`src/rtl/seqcheck_param.sv`:
```
// Parametrised serial sequence detector: N-bit shift register compared against a
// runtime-loadable pattern with a per-bit don't-care mask, plus a saturating match counter.
module seqcheck_param #(
    parameter int             N       = 6,
    parameter logic [N-1:0]   PAT_RST = N'(6'b101011),
    parameter logic [N-1:0]   MSK_RST = {N{1'b1}},
    parameter int             CNT_W   = 8
) (
    input  logic             clk,
    input  logic             rst,
    input  logic             in,
    input  logic             in_valid,
    input  logic             overlap,
    input  logic             pat_load,
    input  logic [N-1:0]     pat_in,
    input  logic [N-1:0]     msk_in,
    input  logic             cnt_clr,
    output logic             out,
    output logic [N-1:0]     state,
    output logic [CNT_W-1:0] match_cnt
);

    localparam int FW = $clog2(N + 1);

    logic [N-1:0]  pat;
    logic [N-1:0]  msk;
    logic [FW-1:0] fill;
    logic [N-1:0]  next_window;
    logic          hit;

    // Stream handshake: in is consumed on every rising edge where in_valid is 1; there
    // is no back-pressure. fill counts valid bits since reset/flush so stale bits can
    // never complete a window.
    always_comb begin
        next_window = {state[N-2:0], in};
        hit = in_valid && (fill >= FW'(N - 1)) && (((next_window ^ pat) & msk) == '0);
    end

    always_ff @(posedge clk or negedge rst) begin
        if (!rst) begin
            state     <= '0;
            fill      <= '0;
            out       <= 1'b0;
            match_cnt <= '0;
            pat       <= PAT_RST;
            msk       <= MSK_RST;
        end else begin
            // The counter is independent of pat_load, but a load edge ignores the stream.
            if (cnt_clr)
                match_cnt <= '0;
            else if (hit && !pat_load && match_cnt != '1)
                match_cnt <= match_cnt + 1'b1;

            if (pat_load) begin
                pat   <= pat_in;
                msk   <= msk_in;
                state <= '0;
                fill  <= '0;
                out   <= 1'b0;
            end else begin
                out <= hit;
                if (in_valid) begin
                    state <= next_window;
                    // Non-overlapping mode restarts the window count after a match.
                    if (hit && !overlap)
                        fill <= '0;
                    else if (fill != FW'(N))
                        fill <= fill + 1'b1;
                end
            end
        end
    end

endmodule
```
`config.mk`:
```
export PLATFORM = sky130hd
export DESIGN_NAME = seqcheck_param
export DESIGN_NICKNAME = d
export VERILOG_FILES = /design/src/rtl/seqcheck_param.sv
export SDC_FILE = /design/constraint.sdc
export NUM_CORES = 1
export LEC_CHECK = 0
export ABC_AREA = 0
export BUFFER_PORTS_ARGS = -buffer_cell sky130_fd_sc_hd__buf_2
export CAP_MARGIN = 40
export CORE_AREA = 3 3 72 47
export CTS_CLUSTER_SIZE = 10
export DETAILED_ROUTE_END_ITERATION = 12
export DIE_AREA = 0 0 75 50
export HOLD_SLACK_MARGIN = 0.12
export MAX_ROUTING_LAYER = met4
export PLACE_DENSITY_LB_ADDON = 0.12
export SETUP_SLACK_MARGIN = 0.05
export SYNTH_ARGS = -nofsm -noshare
export SYNTH_HDL_FRONTEND = slang
export SYNTH_SLANG_ARGS = --single-unit
```
`constraint.sdc`:
```
create_clock -name clk -period 5.1 [get_ports clk]
set_input_delay 0 -clock clk [delete_from_list [all_inputs] [get_ports clk]]
set_output_delay 0 -clock clk [all_outputs]
set_load 0.02 [all_outputs]
```
==> flow_summary.json, run 1 <==
{
  "ys_warn_count": 0,
  "grt_antenna_before_repair": 0,
  "insertion_delay_ns": 0.28,
  "synth_enable_flop_cells": 0,
  "synth_top_flop_cell": "dfrtp_1",
  "max_freq_ghz": 0.4596,
  "hold_end": "state[2]$_DFFE_PN0P_",
  "syn_area_mm2": 0.001536,
  "synth_top_cell_by_area": "dfrtp_1",
  "worst_slew_pin_slew_ns": 0.6542,
  "multi_input_comb_area_um2": 728.2,
  "dr.pass1.iters": 4,
  "cts.sinks": 30,
  "cp-start-kind": "register",
  "r2r-end": "match_cnt[3]$_DFFE_PN0P_",
  "cts_buffer_depth": 2,
  "rr_startpoint": "pat[3]$_DFFE_PN1P_",
  "slew_headroom_pct": 56.39,
  "worstPathArrival_ns": 2.38,
  "yosys_register_bits": 30,
  "fillCellCount": 217,
  "hpwl_um": 2302,
  "rsz0062_at_grt": "false",
  "core_area_mm2": 0.002796,
  "instances_no_fill": 220,
  "layout-drive-gt1-share_pct": 36.02,
  "io_buffers": 33,
  "grt_max_degree": 31,
  "die_y_um": 50,
  "areaGrowthSynthToFinish_pct": 30.37,
  "wl_um": 3332,
  "ant_nets": 0,
  "die_area_mm2": 0.003750,
  "first_global_vias": 1234,
  "cts_buffers": 5,
  "via_per_inst": 5.655,
  "drv_cap": 0,
  "final_max_slew_viol_count": 0,
  "min_period_over_period_pct": 42.66,
  "ir_drop_uv": 227.0,
  "rrSetupSlack_ns": 2.92,
  "ys_types": 36,
  "syn_area_per_cell_um2": 11.22,
  "holdCritStartpoint": "pat_load",
  "yosys-top-cells-count": "20 x dfrtp_1, 13 x mux2_2, 10 x dfstp_2",
  "status": "finished clean",
  "drc": 0,
  "hold_depth": 2,
  "end_kind": "register",
  "fin_setup_tns_ns": 0,
  "num_rows": 15,
  "wl_per_cell_um": 15.15,
  "yosysMostFrequentCell": "dfrtp_1",
  "regArea_um2": 763.2,
  "yosys-top-cells-area": "dfrtp_1 33%, dfstp_2 17%, mux2_2 9.5%, mux2i_1 4.6%, xor2_1 3.4%",
  "grt_pass1_wl_um": 5754,
  "holdWs_ns": 0.1619,
  "power.density_mw_per_mm2": 311.0,
  "netlist_instances": 137,
  "synthArstFlopShare_pct": 100.0,
  "vias": 1244,
  "start_util_pct": 54.94,
  "ys_seq_area_share_pct": 49.67,
  "die_w_um": 75,
  "final_util_pct": 71.63,
  "power.leakage_nw": 0.9402,
  "ios": 34,
  "yosysTopAreaCellShare_pct": 32.57,
  "hold_path_class": "input port to register",
  "cts_tree": "yes",
  "overflow": 0,
  "fin_crit_ns": 2.176,
  "synth_fp_nets": 160,
  "clkTransAtPathRegs_ns": 0.06,
  "required_ns": 5.30,
  "report.final.hold_viol_count": 0,
  "critPathKind": "register to register",
  "setup_ws_ns": 2.924,
  "first_iter_violations": 84,
  "cts_setup_buffers": 0,
  "worstRegToRegCells": 5,
  "dp_worst_setup_slack_ns": 2.924,
  "gp_congestion": 0.8615,
  "grt_usage_pct": 21.07,
  "skew_ns": 0.005629,
  "cp_max_fo": 14,
  "antenna_cells": 0,
  "cts_max_level": 2,
  "setup_viol": 0,
  "dp_cells": 197,
  "nets": 208,
  "cts_root_buf": "clkbuf_8"
}
==> layout by cell type (no fill, tap or decap), types with 2 or more instances in the layout <==
master,n
or4_1,3
nor2_1,9
a211oi_1,2
dfstp_2,10
a21oi_1,6
o31ai_1,3
nor3_1,3
nand2_1,5
bufinv_16,2
mux2_2,13
mux2i_1,7
nor2b_1,2
a31oi_1,3
nor3b_1,2
ha_1,4
dfrtp_1,20
nand3_1,2
and3_1,5
buf_2,33
clkbuf_8,6
and4_1,2
nand2b_1,2
o22ai_1,3
a22oi_1,2
nand4_1,4
dlygate4sd3_1,15
xor2_1,6
inv_1,3
==> final cells by class <==
| cell class | count | area share, % |
|---|---|---|
| clock buffer | 6 | 4.122 |
| clock inverter | 2 | 2.998 |
| inverter | 3 | 0.5621 |
| multi-input combinational | 97 | 36.35 |
| sequential | 30 | 38.10 |
| tap | 34 | 2.124 |
| timing repair buffer | 48 | 15.74 |
==> power by group <==
part	internal, mW	switching [mW]	leakage, nW
sequential	0.256	0.00954	0.378
clock	0.208	0.0867	0.0714
combinational	0.0329	0.0299	0.491
total	0.497	0.126	0.940
==> state kept, by name (all words and copies together) (netlist names) <==
name,count
fill,3
state,6
out,1
pat,6
match_cnt,8
msk,6
==> through the flow <==
| stage | cell area [um^2] | power [mW] |
|---|---|---|
| 6_report | 2003 | 0.6230 |
| 5_1_grt | 2003 | 0.6522 |
| 4_1_cts | 2003 | 0.6314 |
| 3_5_place_dp | 1710 | 0.3236 |
| 3_3_place_gp | 1710 | 0.3206 |
| 2_1_floorplan | 1536 | 0.3031 |
==> logic make-up after synthesis <==
family	after synthesis	synth area share (%)
adder cells (fa/ha/maj)	4	3.257
multiplexers	20	14.09
AND/OR/NAND/NOR	44	16.53
flip-flops	30	49.67
XOR/XNOR	6	3.420
AO/OA/AOI/OAI	23	10.10
buffers and inverters	10	2.931
==> worst max-delay path by stage <==
stage | cells after the start | endpoint | startpoint | slack, ns
floorplan | 6 | match_cnt[0]$_DFFE_PN0P_ | state[4]$_DFFE_PN0P_ | 3.05
global placement | 5 | match_cnt[0]$_DFFE_PN0P_ | pat[3]$_DFFE_PN1P_ | 3.02
detailed placement | 5 | match_cnt[3]$_DFFE_PN0P_ | pat[1]$_DFFE_PN1P_ | 2.92
CTS | 5 | match_cnt[3]$_DFFE_PN0P_ | pat[1]$_DFFE_PN1P_ | 2.91
global route | 5 | match_cnt[7]$_DFFE_PN0P_ | state[0]$_DFFE_PN0P_ | 2.64
finish | 5 | match_cnt[3]$_DFFE_PN0P_ | pat[3]$_DFFE_PN1P_ | 2.92
==> per-layer routing <==
metal	GRT usage [%]	share of wire, %	vias to the layer above	wire [um]
li1	-	-	602	-
met1	29.12	51	612	1686
met2	29.48	45	25	1484
met3	5.499	4.0	5	132
met4	7.988	0.84	0	28
met5	-	0	-	0
==> worst max-delay path, stage by stage, from the launching register on <==
cell and delay [ns]:
dfstp_2 0.54, xor2_1 0.07, a22oi_1 0.21, nand4_1 0.47, or4_1 0.65, a21oi_1 0.16
==> what timing repair did <==
item	4_1_cts	5_1_grt
gates resized for setup	0	0
hold buffers	15	0
endpoints found under the hold margin	38	0
No activity file was read; power rests on OpenSTA's default activity.
==> run 2: changes to the inputs <==
ABC_AREA = 1   (was 0)
CORE_AREA = 3 3 77 50   (was 3 3 72 47)
DIE_AREA = 0 0 80 53   (was 0 0 75 50)
clock period = 1.8 ns   (was 5.1 ns; I/O delays follow)
==> run 2 against run 1 <==
Effect of this change: worst hold slack better by 0.033 ns; via count increased by 17%; power up 140%; count of clock-buffer cells in the layout increased by 2; cell area rose by 1.7%; utilization decreased by 8.0 points; critical path type unchanged; combinational power grew to 3.5 times the previous value; synthesized cell count grew 42%; sequential power rose to 2.9 times the previous value; global-route usage is 1.6 points lower.
==> flow_summary.json, run 2 <==
{
  "fin_setup_tns_ns": 0,
  "layout-drive-gt1-share_pct": 25.20,
  "power.leakage_nw": 1.056,
  "synth_top_flop_cell": "dfrtp_1",
  "first_global_vias": 1323,
  "synth_enable_flop_cells": 0,
  "ir_drop_uv": 519.1,
  "drv_cap": 0,
  "fillCellCount": 298,
  "ys_warn_count": 0,
  "cts_buffers": 5,
  "areaGrowthSynthToFinish_pct": 32.90,
  "final_cell_mix": "72 x nand2_1, 33 x buf_2, 21 x inv_1, 21 x nand3_1, 19 x dfrtp_1",
  "rsz0062_at_grt": "true",
  "vias": 1456,
  "start_util_pct": 47.85,
  "skew_ns": 0.004954,
  "grt_pass1_wl_um": 6044,
  "via_per_inst": 4.870,
  "insertion_delay_ns": 0.27,
  "cts.sinks": 30,
  "fin_crit_ns": 1.709,
  "ys_types": 25,
  "syn_area_mm2": 0.001533,
  "cts_buffer_depth": 2,
  "end_kind": "register",
  "ant_nets": 0,
  "dr.pass1.iters": 5,
  "netlist_instances": 195,
  "grt_antenna_before_repair": 0,
  "final_max_slew_viol_count": 0,
  "cts_tree": "yes",
  "p_total_mw": 1.485,
  "final_util_pct": 63.59,
  "report.final.hold_viol_count": 0,
  "regMostFlops": "match_cnt",
  "layout_commonest_cell": "nand2_1",
  "die_area_mm2": 0.004240,
  "synth_top_cell_by_area": "dfrtp_1",
  "die_w_um": 80,
  "critPathKind": "register to register",
  "worstPathArrival_ns": 1.92,
  "grt_max_degree": 31,
  "status": "finished clean",
  "min_period_over_period_pct": 94.94,
  "ys_seq_area_share_pct": 49.80,
  "cp_max_fo": 5,
  "wl_per_cell_um": 12.40,
  "power.density_mw_per_mm2": 729.3,
  "clkTransAtPathRegs_ns": 0.06,
  "cts_root_buf": "clkbuf_8",
  "yosysMostFrequentCell": "nand2_1",
  "holdWs_ns": 0.1944,
  "cp-start-kind": "register",
  "yosys-top-cells-count": "72 x nand2_1, 21 x inv_1, 21 x nand3_1",
  "antenna_cells": 0,
  "die_y_um": 53,
  "worst_slew_pin_slew_ns": 0.6875,
  "ios": 34,
  "hold_path_class": "input port to register",
  "syn_area_per_cell_um2": 7.860,
  "max_freq_ghz": 0.5851,
  "cts_max_level": 2,
  "yosys_register_bits": 30,
  "overflow": 0,
  "required_ns": 2.01,
  "setup_viol": 0,
  "yosys-top-cells-area": "dfrtp_1 33%, nand2_1 18%, dfstp_2 17%, nand3_1 6.9%, inv_1 5.1%",
  "drc": 0,
  "io_buffers": 33,
  "core_area_mm2": 0.003203,
  "num_rows": 16,
  "synth_fp_nets": 218,
  "first_iter_violations": 94,
  "gp_congestion": 0.8220,
  "grt_usage_pct": 19.46,
  "nets": 276,
  "synthArstFlopShare_pct": 100.0,
  "hpwl_um": 2504,
  "largest_reg_flops": 8,
  "slew_headroom_pct": 54.17,
  "yosysTopAreaCellShare_pct": 32.65,
  "wl_um": 3709
}
run 2: cell types whose count changed after synthesis, sizes merged, moves of 4 or more:
cell / delta
nand2: +70
nand3: +19
inv: +18
mux2: -13
mux2i: -7
o21ai: +7
xor2: -5
and3: -4
nor2: +4
run 2: cells by family (layout without fill, tap and decap cells):
group,Yosys count,in the layout,synth area share [%]
and+or+nand+nor,116,117,33.06
DFF,30,30,49.80
buffers and inverters,27,85,6.776
AOI/OAI and AO/OA,16,16,5.959
adders and majority gates,4,4,3.265
xor gates and xnor gates,2,2,1.143
run 2: where the power goes:
part,switching [mW],total [mW],internal [mW]
clock,0.234,0.508,0.274
sequential,0.0311,0.761,0.729
combinational,0.123,0.217,0.0941
run 2: per-layer routing:
metal  up-vias  share of wire [%]  track usage (%)
met3         6                4.1            5.102
met4         0               0.65            5.899
li1        737                  -                -
met2        33                 44            29.26
met5         -                  0                -
met1       680                 51            26.01
run 2: final cells by class:
class                   instances  area (um^2)  share of cell area, %
multi-input cells             139        686.9                  33.72
inverters                      23        86.33                  4.238
clock buffers                   8        80.08                  3.931
flip-flops and latches         30        764.5                  37.53
well taps                      45        56.30                  2.764
repair buffers                 54        362.8                  17.81
run 2: critical path: stages (launching register included):
cell and delay (ns):
dfrtp_2 0.43, ha_4 0.15, nand2_1 0.05, inv_1 0.08
nand2_1 0.08, nor2_2 0.15, nand4_1 0.23, buf_4 0.22
nand2_2 0.08, nand3_1 0.09, nand2_1 0.08
run 2: stage by stage:
stage | setup slack [ns] | instances | cell area (um^2)
final | 0.09103 | 299 | 2037
after detailed placement | 0.08991 | 271 | 1752
after global routing | 0.01628 | 299 | 2037
after floorplan | 0.1855 | 195 | 1533
after CTS | 0.08045 | 295 | 1992
after global placement | 0.1593 | 271 | 1752
run 2: path summary, 6_finish.rpt:
| check | to | cells past startpoint | slack [ns] | startpoint |
|---|---|---|---|---|
| max reg2reg | match_cnt[7]$_DFFE_PN0P_ | 10 | 0.09 | match_cnt[0]$_DFFE_PN0P_ |
| min | state[0]$_DFFE_PN0P_ | 3 | 0.19 | in_valid |
| min reg2reg | msk[4]$_DFFE_PN1P_ | 2 | 0.46 | msk[4]$_DFFE_PN1P_ |
| max | match_cnt[7]$_DFFE_PN0P_ | 10 | 0.09 | match_cnt[0]$_DFFE_PN0P_ |
| max in group asynchronous | match_cnt[0]$_DFFE_PN0P_ | 2 | 1.02 | rst |
| min in group asynchronous | fill[0]$_DFFE_PN0P_ | 2 | 0.30 | rst |
run 2: timing repair:
| action | CTS | global route |
|---|---|---|
| resized for setup | 0 | 4 |
| hold endpoints to repair | 41 | 0 |
| setup buffers | 0 | 3 |
| hold buffers | 16 | 0 |
| setup endpoints to repair | 0 | 9 |
